===== config.mk =====
export PLATFORM = sky130hd
export DESIGN_NAME = pipe_ctrl
export DESIGN_NICKNAME = d
export VERILOG_FILES = /design/src/rtl/pipe_ctrl.sv
export SDC_FILE = /design/constraint.sdc
export NUM_CORES = 1
export LEC_CHECK = 0
export ABC_AREA = 1
export BUFFER_PORTS_ARGS = -buffer_cell sky130_fd_sc_hd__buf_2
export CAP_MARGIN = 20
export CORE_MARGIN = 2
export CORE_UTILIZATION = 39
export CTS_CLUSTER_DIAMETER = 60
export CTS_CLUSTER_SIZE = 10
export DETAILED_ROUTE_END_ITERATION = 12
export GPL_ROUTABILITY_DRIVEN = 0
export PLACE_DENSITY = 0.77
export SYNTH_ARGS = -nofsm -noshare
export SYNTH_HDL_FRONTEND = slang
export SYNTH_SLANG_ARGS = --single-unit

===== constraint.sdc =====
create_clock -name clk -period 1.35 [get_ports clk]
set_input_delay 0.2025 -clock clk [delete_from_list [all_inputs] [get_ports clk]]
set_output_delay 0.2025 -clock clk [all_outputs]
set_load 0.05 [all_outputs]

===== src/rtl/pipe_ctrl.sv =====
// Pipeline hazard controller: stall thermometer, deferred redirects, flush hold, stall watchdog.
// Optional stall/flush performance counters are built when CTRL_PERF_CNT_EN is defined.
module pipe_ctrl #(
    parameter int NUM_STAGES = 5,
    parameter int FLUSH_HOLD = 1,
    parameter int WDT_WIDTH  = 8
) (
    input  logic                  clk,
    input  logic                  rst,
    input  logic [NUM_STAGES-1:0] stall_req_i,
    input  logic [NUM_STAGES-1:0] flush_req_i,
    input  logic                  wdt_clr_i,
    output logic [NUM_STAGES-1:0] stalled_o,
    output logic [NUM_STAGES-1:0] flush_o,
    output logic                  flush_pending_o,
    output logic                  stall_timeout_o,
    output logic [31:0]           stall_cycles_o,
    output logic [31:0]           flush_count_o
);

    localparam int HW = (FLUSH_HOLD > 1) ? $clog2(FLUSH_HOLD) : 1;
    localparam logic [HW-1:0] HOLD_LOAD = HW'(FLUSH_HOLD - 1);

    logic [NUM_STAGES-1:0] stall_vec;
    logic [NUM_STAGES-1:0] eff;
    logic [NUM_STAGES-1:0] mask;
    logic [NUM_STAGES-1:0] pend_q, pend_d;
    logic [NUM_STAGES-1:0] hold_mask_q;
    logic [HW-1:0]         hold_cnt_q;
    logic [WDT_WIDTH-1:0]  wdt_q;
    logic                  timeout_q;
    logic                  wdt_inc;
    logic                  wdt_set;
    logic                  unused_flush0;

    // Stage 0 never resolves a redirect.
    assign unused_flush0 = flush_req_i[0];

    always_comb begin
        stall_vec = '0;
        for (int j = 0; j < NUM_STAGES; j++)
            for (int k = j; k < NUM_STAGES; k++)
                if (stall_req_i[k]) stall_vec[j] = 1'b1;

        eff = '0;
        for (int k = 1; k < NUM_STAGES; k++)
            eff[k] = (flush_req_i[k] | pend_q[k]) & ~stall_vec[k];

        mask = '0;
        for (int j = 0; j < NUM_STAGES - 1; j++)
            for (int k = j + 1; k < NUM_STAGES; k++)
                if (eff[k]) mask[j] = 1'b1;

        pend_d = pend_q;
        pend_d[0] = 1'b0;
        for (int k = 1; k < NUM_STAGES; k++) begin
            if (eff[k])
                pend_d[k] = 1'b0;
            else if (flush_req_i[k] && stall_vec[k])
                pend_d[k] = 1'b1;
        end
    end

    // Reset forces a full freeze and suppresses kills without waiting for a clock.
    assign stalled_o       = rst ? stall_vec : '1;
    assign flush_o         = rst ? (mask | hold_mask_q) : '0;
    assign flush_pending_o = |pend_q;
    assign stall_timeout_o = timeout_q;

    assign wdt_inc = (|stall_vec) && (mask == '0) && (wdt_q != '1);
    assign wdt_set = wdt_inc && ((wdt_q + 1'b1) == '1);

    always_ff @(posedge clk or negedge rst) begin
        if (!rst) begin
            pend_q      <= '0;
            hold_mask_q <= '0;
            hold_cnt_q  <= '0;
        end else begin
            pend_q <= pend_d;
            if (mask != '0) begin
                if (FLUSH_HOLD > 1) begin
                    hold_mask_q <= mask | hold_mask_q;
                    hold_cnt_q  <= HOLD_LOAD;
                end
            end else if (hold_cnt_q != '0) begin
                hold_cnt_q <= hold_cnt_q - 1'b1;
                if (hold_cnt_q == HW'(1)) hold_mask_q <= '0;
            end
        end
    end

    // A set in the same cycle as a clear leaves the flag high.
    always_ff @(posedge clk or negedge rst) begin
        if (!rst) begin
            wdt_q     <= '0;
            timeout_q <= 1'b0;
        end else begin
            if (!(|stall_vec) || wdt_clr_i)
                wdt_q <= '0;
            else if (wdt_inc)
                wdt_q <= wdt_q + 1'b1;

            if (wdt_set)
                timeout_q <= 1'b1;
            else if (wdt_clr_i)
                timeout_q <= 1'b0;
        end
    end

`ifdef CTRL_PERF_CNT_EN
    logic [31:0] stall_cnt_q;
    logic [31:0] flush_cnt_q;

    always_ff @(posedge clk or negedge rst) begin
        if (!rst) begin
            stall_cnt_q <= '0;
            flush_cnt_q <= '0;
        end else begin
            if (|stall_vec) stall_cnt_q <= stall_cnt_q + 32'd1;
            if (mask != '0) flush_cnt_q <= flush_cnt_q + 32'd1;
        end
    end

    assign stall_cycles_o = stall_cnt_q;
    assign flush_count_o  = flush_cnt_q;
`else
    assign stall_cycles_o = '0;
    assign flush_count_o  = '0;
`endif

endmodule


# Word-level counts from Yosys, hierarchy flattened
# Index checks and enable logic that the tools add are counted.
totals:
  regBits: 13
  in_bits: 13
  output_inout_bits: 76
classes:
  n_addsub: 1
  n_eq_ne: 2
  muxes: 39
  bitwise: 12
  n_reduce_logical: 18
op_table:
  columns: ["operator", "count"]
  rows:
  - ["1-bit two-way mux", 35]
  - ["8-bit two-way mux", 2]
  - ["2-bit nonzero test", 6]
  - ["8-bit by 1-bit adder with 8-bit output (second input constant)", 1]
  - ["8-bit == test (second input constant)", 1]
  - ["8-bit inequality test (second input constant)", 1]
  - ["1-bit logical AND", 7]
  - ["5-bit zero test", 1]
  - ["5-bit two-way mux", 1]
  - ["5-bit OR reduction", 1]
  - ["1-bit AND", 4]
  - ["4-bit two-way mux", 1]
  - ["1-bit NOT", 4]
  - ["1-bit bitwise OR", 4]
  - ["4-bit OR reduction", 1]
  - ["1-bit zero test", 1]
  - ["1-bit logical OR", 1]

# Longest topological paths before layout
# Gate-level depths: netlist (run 1).
logic_depth:
  depth_word: 15
  mapped_depth: 11
  depth_no_buf: 10

# Worst setup path before layout (run 1)
# Ideal clock, no wire load.
synth_timing:
  kind: "input -> output"
  startpoint: "in stall_req_i[4]"
  endpoint: "out flush_o[0]"
  t_arrival_ps: 1482
  required_ps: 1148
  path_slack_ps: -335
  cell_stages: 5
  path_cell_list: "nor2_2 -> nand2_4 -> nor2_4 -> nand2_2 -> a21oi_1"
synth_between:
  elab_chain_cells: 8
synth_lines:
  columns: ["item", "line_no", "text"]
  rows:
  - ["from (decl)", "10", "input logic [NUM_STAGES-1:0] stall_req_i,"]
  - ["1-bit two-way mux", "43", "if (stall_req_i[k]) stall_vec[j] = 1'b1;"]
  - ["1-bit NOT", "47", "eff[k] = (flush_req_i[k] | pend_q[k]) & ~stall_vec[k];"]
  - ["1-bit AND", "47", null]
  - ["1-bit two-way mux (3 in a row)", "52", "if (eff[k]) mask[j] = 1'b1;"]
  - ["1-bit two-way mux *", "52", null]
  - ["4-bit two-way mux *", "66", "assign flush_o = rst ? (mask | hold_mask_q) : '0;"]
  - ["to (decl)", "14", "output logic [NUM_STAGES-1:0] flush_o,"]
# Every way passes the cells marked *; elsewhere a longest branch is shown, timed or not.

# Final worst setup path (run 1)
layout_timing:
  startpoint: "reg pend_q[2]"
  endpoint: "out flush_pending_o"
layout_between:
  elab_chain_cells: 1
layout_lines:
  columns: ["item", "line_no", "text"]
  rows:
  - ["from (decl)", "27", "logic [NUM_STAGES-1:0] pend_q, pend_d;"]
  - ["from (signal assigned)", "79", "pend_q <= pend_d;"]
  - ["4-bit OR reduction", "67", "assign flush_pending_o = |pend_q;"]
  - ["to (decl)", "15", "output logic flush_pending_o,"]
# Every way passes these cells.

==> out/metrics.yaml, run 1 <==
fin_crit_ps: 1570
clock-root-buffer: "clkbuf_4"
hold_class: "in -> reg"
cp-end-kind: "output port"
floorplan.initialDensity: 0.417
max-clock-path-buffers: 2
syn_to_final_growth_pct: 10.5
nets: 254
yosysWarningCount: 0
hold_violations: 0
hpwl_mm: 1.86
portBuffers: 22
drive_above_1_share: 0.294
final_common_cell: "conb_1"
die_h_um: 64.4
synthCells: 196
pwr-share-seq: 0.309
pwr-share-comb: 0.506
swShare: 0.529
fin_tns_setup_ps: -1880
yosysSeqAreaShare: 0.228
p_clk_frac: 0.185
clk_latency_ps: 280
grt_overflow: 0
antenna_left: 0
grt_max_degree: 9
drt_wl_total_mm: 2.57
internal_power_uw: 633
h-tree-depth: 1
setup_viol: 13
fin_area_um2: 1570
grt_use_total: 0.125
clock_skew_ps: 6.95
setup_slack_ps: -221
syn-cell-area_um2: 1420
period_share: 1.16
final_cell_mix: "65 x conb_1, 35 x nand2_1, 20 x inv_1, 17 x buf_2, 17 x buf_4"
status: "finished with violations"
crit_arrival_ps: 1370
total_power_uw: 1350
worstPathMaxFanout: 2
syn_area_per_cell_um2: 7.26
critical_path_class: "reg -> out"
wl_per_cell_um: 9.05
num_vias: 1157
drcViolationCount: 0
max-vdd-ir-drop_uv: 488
num_io_pins: 89
synthDistinctLibCells: 25
cp-start-kind: "flip-flop"
rows: 21
drt_pass1_iterations: 4
p_leak_uw: 0.000932
cts_buffers: 3
grt_pass1_vias: 967
cts_tree: "yes"
cts.clk_slew.worst_paths_ps: 80
drtIter0Drc: 15
placed_cell_area_um2: 1460
die_w_um: 64.4
violations: "negative setup slack"
cap_violations: 0
cts_sinks: 13
worstPathRequired_ps: 1150
core_area_um2: 3420
vias_per_cell: 4.07
max_freq_mhz: 637
die_area_um2: 4150
p_per_area_nw_per_um2: 855
netSwitchingPower_uw: 712
grt_setup_unrepaired: "yes"
n_antenna_cell: 0
slew_violations: 0
antenna_found_initial: 0
synth-seq-cells: 13
timing.hold.ws_ps: 161
grt_first_pass_wirelength_mm: 4.11
-- critical path: stages (launching register included) --
cell	delay (ps)
dfrtp_1	380
or4_4	540
buf_8	170
-- layout make-up --
class                      count  area [µm²]
fill                         350        1840
timing repair buffer          41         290
sequential                    13         325
clock buffer                   4        26.3
inverter                      23        86.3
multi-input combinational    157         788
tap                           46        57.6
-- metal layers --
metal	track usage	wire length (µm)
met1	0.145	981
met4	0.0691	66
met5	0	0
met3	0.0174	209
met2	0.220	1310
-- synthesized netlist by cell type --
cell type | n | share of area
nand3_4 | 1 | 0.012
nor2_4 | 3 | 0.024
nand3_1 | 17 | 0.060
buf_4 | 67 | 0.35
nand2_2 | 3 | 0.013
xnor2_1 | 1 | 0.0062
nand2_1 | 38 | 0.10
or4_1 | 1 | 0.0053
nand2_4 | 1 | 0.0079
nand4_1 | 4 | 0.018
conb_1 | 1 | 0.0026
nor3b_1 | 1 | 0.0053
or2_2 | 1 | 0.0044
ha_1 | 2 | 0.018
a21oi_1 | 3 | 0.011
inv_1 | 20 | 0.053
o21ai_2 | 1 | 0.0062
nand3_2 | 1 | 0.0070
xor2_1 | 1 | 0.0062
inv_2 | 3 | 0.0079
dfrtp_1 | 13 | 0.23
nor2_2 | 3 | 0.013
nor2_1 | 8 | 0.021
nor2_8 | 1 | 0.014
o21ai_0 | 1 | 0.0035
-- sequential cells by signal, summed over array words and instances, names as in the netlist --
signal and cells:
wdt_q 8, pend_q 4, stall_timeout_o 1
-- power groups by stage --
stage | Sequential (µW) | Clock [µW] | Combinational (µW)
detailed placement | 423 | 0 | 633
floorplan | 423 | 0 | 689
global route | 417 | 271 | 715
global placement | 422 | 0 | 631
CTS | 416 | 257 | 666
finish | 416 | 249 | 681
-- cell families (layout without fill, tap and decap cells) --
group,after synthesis,after routing,share of synthesized area
compound gates,5,5,0.0202
fa+ha+maj,2,2,0.0176
buf+inv,90,68,0.414
simple gates,83,83,0.305
flops,13,13,0.228
other cells,1,65,0.00263
xor+xnor,2,2,0.0123
-- final timing paths --
path                                       from               to  slack (ps)  depth (start not counted)
max in group asynchronous                   rst         wdt_q[5]         560                          3
min in group asynchronous                   rst        pend_q[1]         430                          2
worst min register to register  stall_timeout_o  stall_timeout_o         490                          2
worst max-delay path                  pend_q[2]  flush_pending_o        -220                          2
worst max register to register        pend_q[4]         wdt_q[2]        -150                          8
worst min-delay path                  wdt_clr_i  stall_timeout_o         160                          4
-- repair_timing --
item                                    in CTS  in global routing
cloned                                       0                  0
pin swaps                                    6                  7
resized for setup                           14                  4
hold buffers                                 1                  0
setup buffers                                2                  0
hold endpoints to repair                    13                  0
endpoints found under the setup margin      13                 17
-- metrics by stage --
step                       util  instances  worst slack, ps
after floorplan               -        260            -33.1
after global placement    0.428        277            -70.2
after detailed placement  0.428        277            -69.4
after CTS                 0.457        284             -244
after global routing      0.461        284             -256
final                     0.461        284             -221
Note: power is estimated with default switching activity, not from simulation.
==> run 2: changes to the inputs <==
Settings changed: CORE_UTILIZATION 39 to 40, PLACE_DENSITY 0.77 to 0.76, TNS_END_PERCENT set to 10.
Clock period 1.35 ns to 1.5 ns, I/O delays scaled along.
==> run 2 against run 1 <==
The flow still finishes with violations (negative setup slack). Largest power group unchanged. Utilization decreased by 2.6 points. Clock skew decreased by 0.68 ps. First-iteration DRC count decreased by 20%. Non-clock buffer count decreased by 10. Flip-flop and latch count unchanged. Final cell count decreased by 3.5%. Clock-buffer cell count unchanged.
==> out/metrics.yaml, run 2 (synthesis results as in run 1) <==
status: "finished with violations"
violations: "negative setup slack"
floorplan.initialDensity: 0.420  # +0.00323
instances_no_fill: 274  # -3.5%
reg2reg_from: "pend_q[1]"
hpwl_mm: 1.79  # -3.8%
die_h_um: 63.7  # -1.2%
cts.clk_slew.worst_paths_ps: 90  # about the same
period_share: 1.08
largest_register: "wdt_q"
met1_usage: 0.158  # +0.0125
drtIter0Drc: 12  # -3
antenna_left: 0  # unchanged
grt_overflow: 0  # unchanged
hold_violations: 0  # unchanged
grt_first_pass_wirelength_mm: 4.04  # -1.7%
max_freq_mhz: 620
fin_tns_setup_ps: -198  # +1680 ps
worstPathRequired_ps: 1270  # +120 ps
cts_tree: "yes"
vias_per_cell: 3.96  # -2.9%
drcViolationCount: 0  # unchanged
cts_buffers: 3  # unchanged
slew_violations: 0  # unchanged
num_io_pins: 89  # unchanged
post-place-ws_ps: 29.2  # +98.7 ps
reg2reg_to: "wdt_q[2]"
clk_latency_ps: 280  # about the same
reg2reg_setup_slack_ps: 80  # +230 ps
timing.hold.ws_ps: 187  # +26.0 ps
die_area_um2: 4050  # -2.3%
core_area_um2: 3390  # -0.77%
final_cell_mix: "65 x conb_1, 38 x nand2_1, 20 x inv_1, 18 x buf_2, 17 x nand3_1"
largest_reg_flops: 8  # unchanged
h-tree-depth: 1  # unchanged
fin_crit_ps: 1610
nets: 244  # -3.9%
p_leak_uw: 0.000873  # -6.3%
hold_class: "in -> reg"
drt_pass1_iterations: 4  # unchanged
num_vias: 1084  # -6.3%
reg2regPathDepth: 7  # -1
crit_start: "pend_q[3]"
cp-start-kind: "flip-flop"
antenna_found_initial: 0  # unchanged
clock-root-buffer: "clkbuf_4"
cap_violations: 0  # unchanged
grt.met2_usage: 0.211  # -0.00953
portBuffers: 22  # unchanged
cp-endpoint: "flush_pending_o"
drt_wl_total_mm: 2.38  # -7.4%
max-vdd-ir-drop_uv: 415  # -15%
crit_arrival_ps: 1390  # +20 ps
post_cts_buffers: 0  # -2
busiest_layer: "met2"
grt_max_degree: 10  # +1
max-clock-path-buffers: 2  # unchanged
grt.met3_usage: 0.0161  # -0.00129
critical_path_class: "reg -> out"
die_w_um: 63.7  # -1.2%
grt_pass1_vias: 913  # -5.6%
drive_above_1_share: 0.241  # -0.0529
n_antenna_cell: 0  # unchanged
rows: 21  # unchanged
syn_to_final_growth_pct: 3.51
cp-end-kind: "output port"
dp.cells: 268  # -3.2%
clock_skew_ps: 6.28  # -0.676 ps
p_per_area_nw_per_um2: 791  # -7.4%
setup_slack_ps: -114  # +107 ps
setup_viol: 3  # -10
grt_use_total: 0.123  # -0.00188
wl_per_cell_um: 8.69  # -4.1%
grt_setup_unrepaired: "yes"
cts_sinks: 13  # unchanged
final_common_cell: "conb_1"
worstPathMaxFanout: 2  # unchanged
## run 2: changes by cell type in the layout (fill, tap and decap cells not counted), sizes merged
cell | previous run | this run
dlygate4sd3 | 1 | 2
buf | 39 | 29
clkbuf | 5 | 4
## run 2: how the worst min path moves through the flow
stage / from / to / slack (ps) / cells past startpoint
finish: flush_req_i[3] / pend_q[3] / 190 / 3
global route: flush_req_i[3] / pend_q[3] / 200 / 3
CTS: flush_req_i[3] / pend_q[3] / 190 / 3
detailed placement: rst / pend_q[1] / 120 / 1
global placement: rst / pend_q[3] / 120 / 1
floorplan: rst / pend_q[1] / -70 / 0
## run 2: timing repair
| item | CTS | global route |
|---|---|---|
| hold endpoints to repair | 7 | 0 |
| hold buffers | 2 | 0 |
| pin swaps | 1 | 3 |
| endpoints found under the setup margin | 3 | 12 |
| gates resized for setup | 9 | 6 |
## run 2: final cells by class
| cell class | count | area [µm²] |
|---|---|---|
| inverter | 23 | 86.3 |
| multi-input combinational | 157 | 769 |
| tap | 46 | 57.6 |
| fill | 367 | 1920 |
| timing repair buffer | 31 | 208 |
| clock buffer | 4 | 26.3 |
| sequential | 13 | 327 |
## run 2: critical path: stages, from the launching register on
cell     delay, ps
dfrtp_1        390
or4_4          550
buf_8          170
## run 2: metrics by stage
step	cell area, µm²	power (µW)	utilization
floorplan	1670	997	-
global placement	1390	927	0.409
detailed placement	1390	930	0.409
CTS	1460	1170	0.431
global route	1470	1230	0.435
finish	1470	1170	0.435
## run 2: metal layers
metal	share of wire	vias up
li1	-	538
met1	0.41	496
met2	0.52	46
met3	0.059	4
met4	0.013	0
met5	0	-
## run 2: power breakdown
part           total (µW)  leakage (µW)  internal [µW]  switching, µW
logic                 568      0.000692           73.6            494
clock network         223     0.0000150            103            120
registers             375      0.000166            365           10.6
total                1170      0.000873            541            625
==> run 3: changes to the inputs <==
Settings changed: CTS_BUF_LIST set to sky130_fd_sc_hd__clkbuf_4 sky130_fd_sc_hd__clkbuf_8, RECOVER_POWER set to 25.
==> run 3 against run 2 <==
The flow still finishes with violations (negative setup slack). Non-clock buffer count did not move. Sequential share of layout area barely moved. Routed wire length rose by 0.46%. Fmax barely moved. Highest routed layer unchanged.
==> out/metrics.yaml, run 3 (synthesis results as in run 1) <==
fin_util: 0.434  # about the same
clock_skew_ps: 8.59  # +2.31 ps
n_antenna_cell: 0  # unchanged
cts_tree: "yes"
vias_per_cell: 3.96  # +0.18%
hpwl_mm: 1.79  # unchanged
setup_viol: 3  # unchanged
critical_path_class: "reg -> out"
worstPathMaxFanout: 2  # unchanged
slew_violations: 0  # unchanged
cp.buffers_inverters: 1  # unchanged
cp-start-kind: "flip-flop"
cap_violations: 0  # unchanged
fin_area_um2: 1470  # about the same
final_common_cell: "conb_1"
num_vias: 1086  # +0.18%
portBuffers: 22  # unchanged
largest_register: "wdt_q"
fin_tns_setup_ps: -204  # -6.20 ps
grt_setup_unrepaired: "yes"
p_per_area_nw_per_um2: 801  # +1.2%
grt_max_degree: 10  # unchanged
h-tree-depth: 1  # unchanged
period_share: 1.08  # about the same
violations: "negative setup slack"
largest_reg_flops: 8  # unchanged
max-vdd-ir-drop_uv: 413  # -0.41%
syn_to_final_growth_pct: 3.43  # about the same
num_io_pins: 89  # unchanged
max_freq_mhz: 619  # about the same
setup_slack_ps: -115  # -1.15 ps
cts_buffers: 3  # unchanged
final_cell_mix: "65 x conb_1, 38 x nand2_1, 20 x inv_1, 17 x nand3_1, 17 x buf_2"
drcViolationCount: 0  # unchanged
antenna_left: 0  # unchanged
rows: 21  # unchanged
hold_class: "in -> reg"
placed_cell_area_um2: 1390  # unchanged
fin_crit_ps: 1620  # +1.15 ps
die_w_um: 63.7  # unchanged
cpMaxStageDelayCell: "or4_4"
drt_pass1_iterations: 4  # unchanged
grt_first_pass_wirelength_mm: 4.03  # -0.17%
crit_arrival_ps: 1390  # about the same
critPathTopFamily: "simple AND/OR/NAND/NOR gates"
post_cts_buffers: 0  # unchanged
die_h_um: 63.7  # unchanged
total_power_uw: 1180  # +1.2%
cts.clk_slew.worst_paths_ps: 90  # about the same
status: "finished with violations"
max-clock-path-buffers: 2  # unchanged
drtIter0Drc: 14  # +2
antenna_found_initial: 0  # unchanged
drive_above_1_share: 0.237  # -0.00439
grt_use_total: 0.122  # -0.00112
wl_per_cell_um: 8.73  # +0.46%
grt_overflow: 0  # unchanged
core_area_um2: 3390  # unchanged
crit_chain: "or4_4 > buf_8"
nets: 244  # unchanged
slowest_delay_ps: 550  # about the same
timing.hold.ws_ps: 197  # +10.3 ps
floorplan.initialDensity: 0.420  # unchanged
cp-end-kind: "output port"
worstPathRequired_ps: 1270  # about the same
die_area_um2: 4050  # unchanged
p_leak_uw: 0.000870  # -0.34%
cts_sinks: 13  # unchanged
grt_pass1_vias: 913  # unchanged
hold_violations: 0  # unchanged
drt_wl_total_mm: 2.39  # +0.46%
clk_latency_ps: 280  # about the same
clock-root-buffer: "clkbuf_4"
[run 3: repair_timing]
action	4_1_cts	5_1_grt
resized for setup	9	6
endpoints found under the hold margin	7	0
hold buffers	2	0
setup endpoints to repair	3	12
pin swaps	1	3
[run 3: final cells by class]
cell class | instances | area (µm²)
timing repair buffer | 31 | 203
tap | 46 | 57.6
clock buffer | 4 | 30.0
inverter | 23 | 86.3
multi-input combinational | 157 | 769
fill | 367 | 1920
sequential | 13 | 327
[run 3: worst register-to-register path, stage by stage (launching register included)]
cell and delay, ps:
dfrtp_1 400, or2_4 250, nand2_4 80, buf_4 120, nand3_4 140, nor2_4 220
nand3_2 90, nand2_1 60
[run 3: where the power goes]
group          total, µW  switching (µW)  internal, µW
clock network        238             117           121
logic                567             495          72.0
registers            375            10.7           365
total               1180             622           558
[run 3: per-stage QoR]
step	cells	setup WS, ps
after floorplan	260	-108
after global placement	268	41.2
after detailed placement	268	29.2
after CTS	274	-112
after global routing	274	-133
final	274	-115
[run 3: per-layer routing]
| layer | wire length [µm] | up-vias | global-route usage |
|---|---|---|---|
| met1 | 963 | 489 | 0.158 |
| met2 | 1240 | 55 | 0.211 |
| li1 | - | 538 | - |
| met3 | 161 | 4 | 0.0161 |
| met4 | 23 | 0 | 0.0353 |
| met5 | 0 | - | 0 |
[run 3: final timing paths]
check                                start               to  slack [ps]  cells past startpoint
hold reg to reg            stall_timeout_o  stall_timeout_o         500                      2
min in group asynchronous              rst        pend_q[4]         610                      2
setup reg to reg                 pend_q[1]         wdt_q[5]          80                      7
hold / removal                   wdt_clr_i  stall_timeout_o         200                      4
max in group asynchronous              rst         wdt_q[3]         490                      3
setup / recovery                 pend_q[3]  flush_pending_o        -120                      2
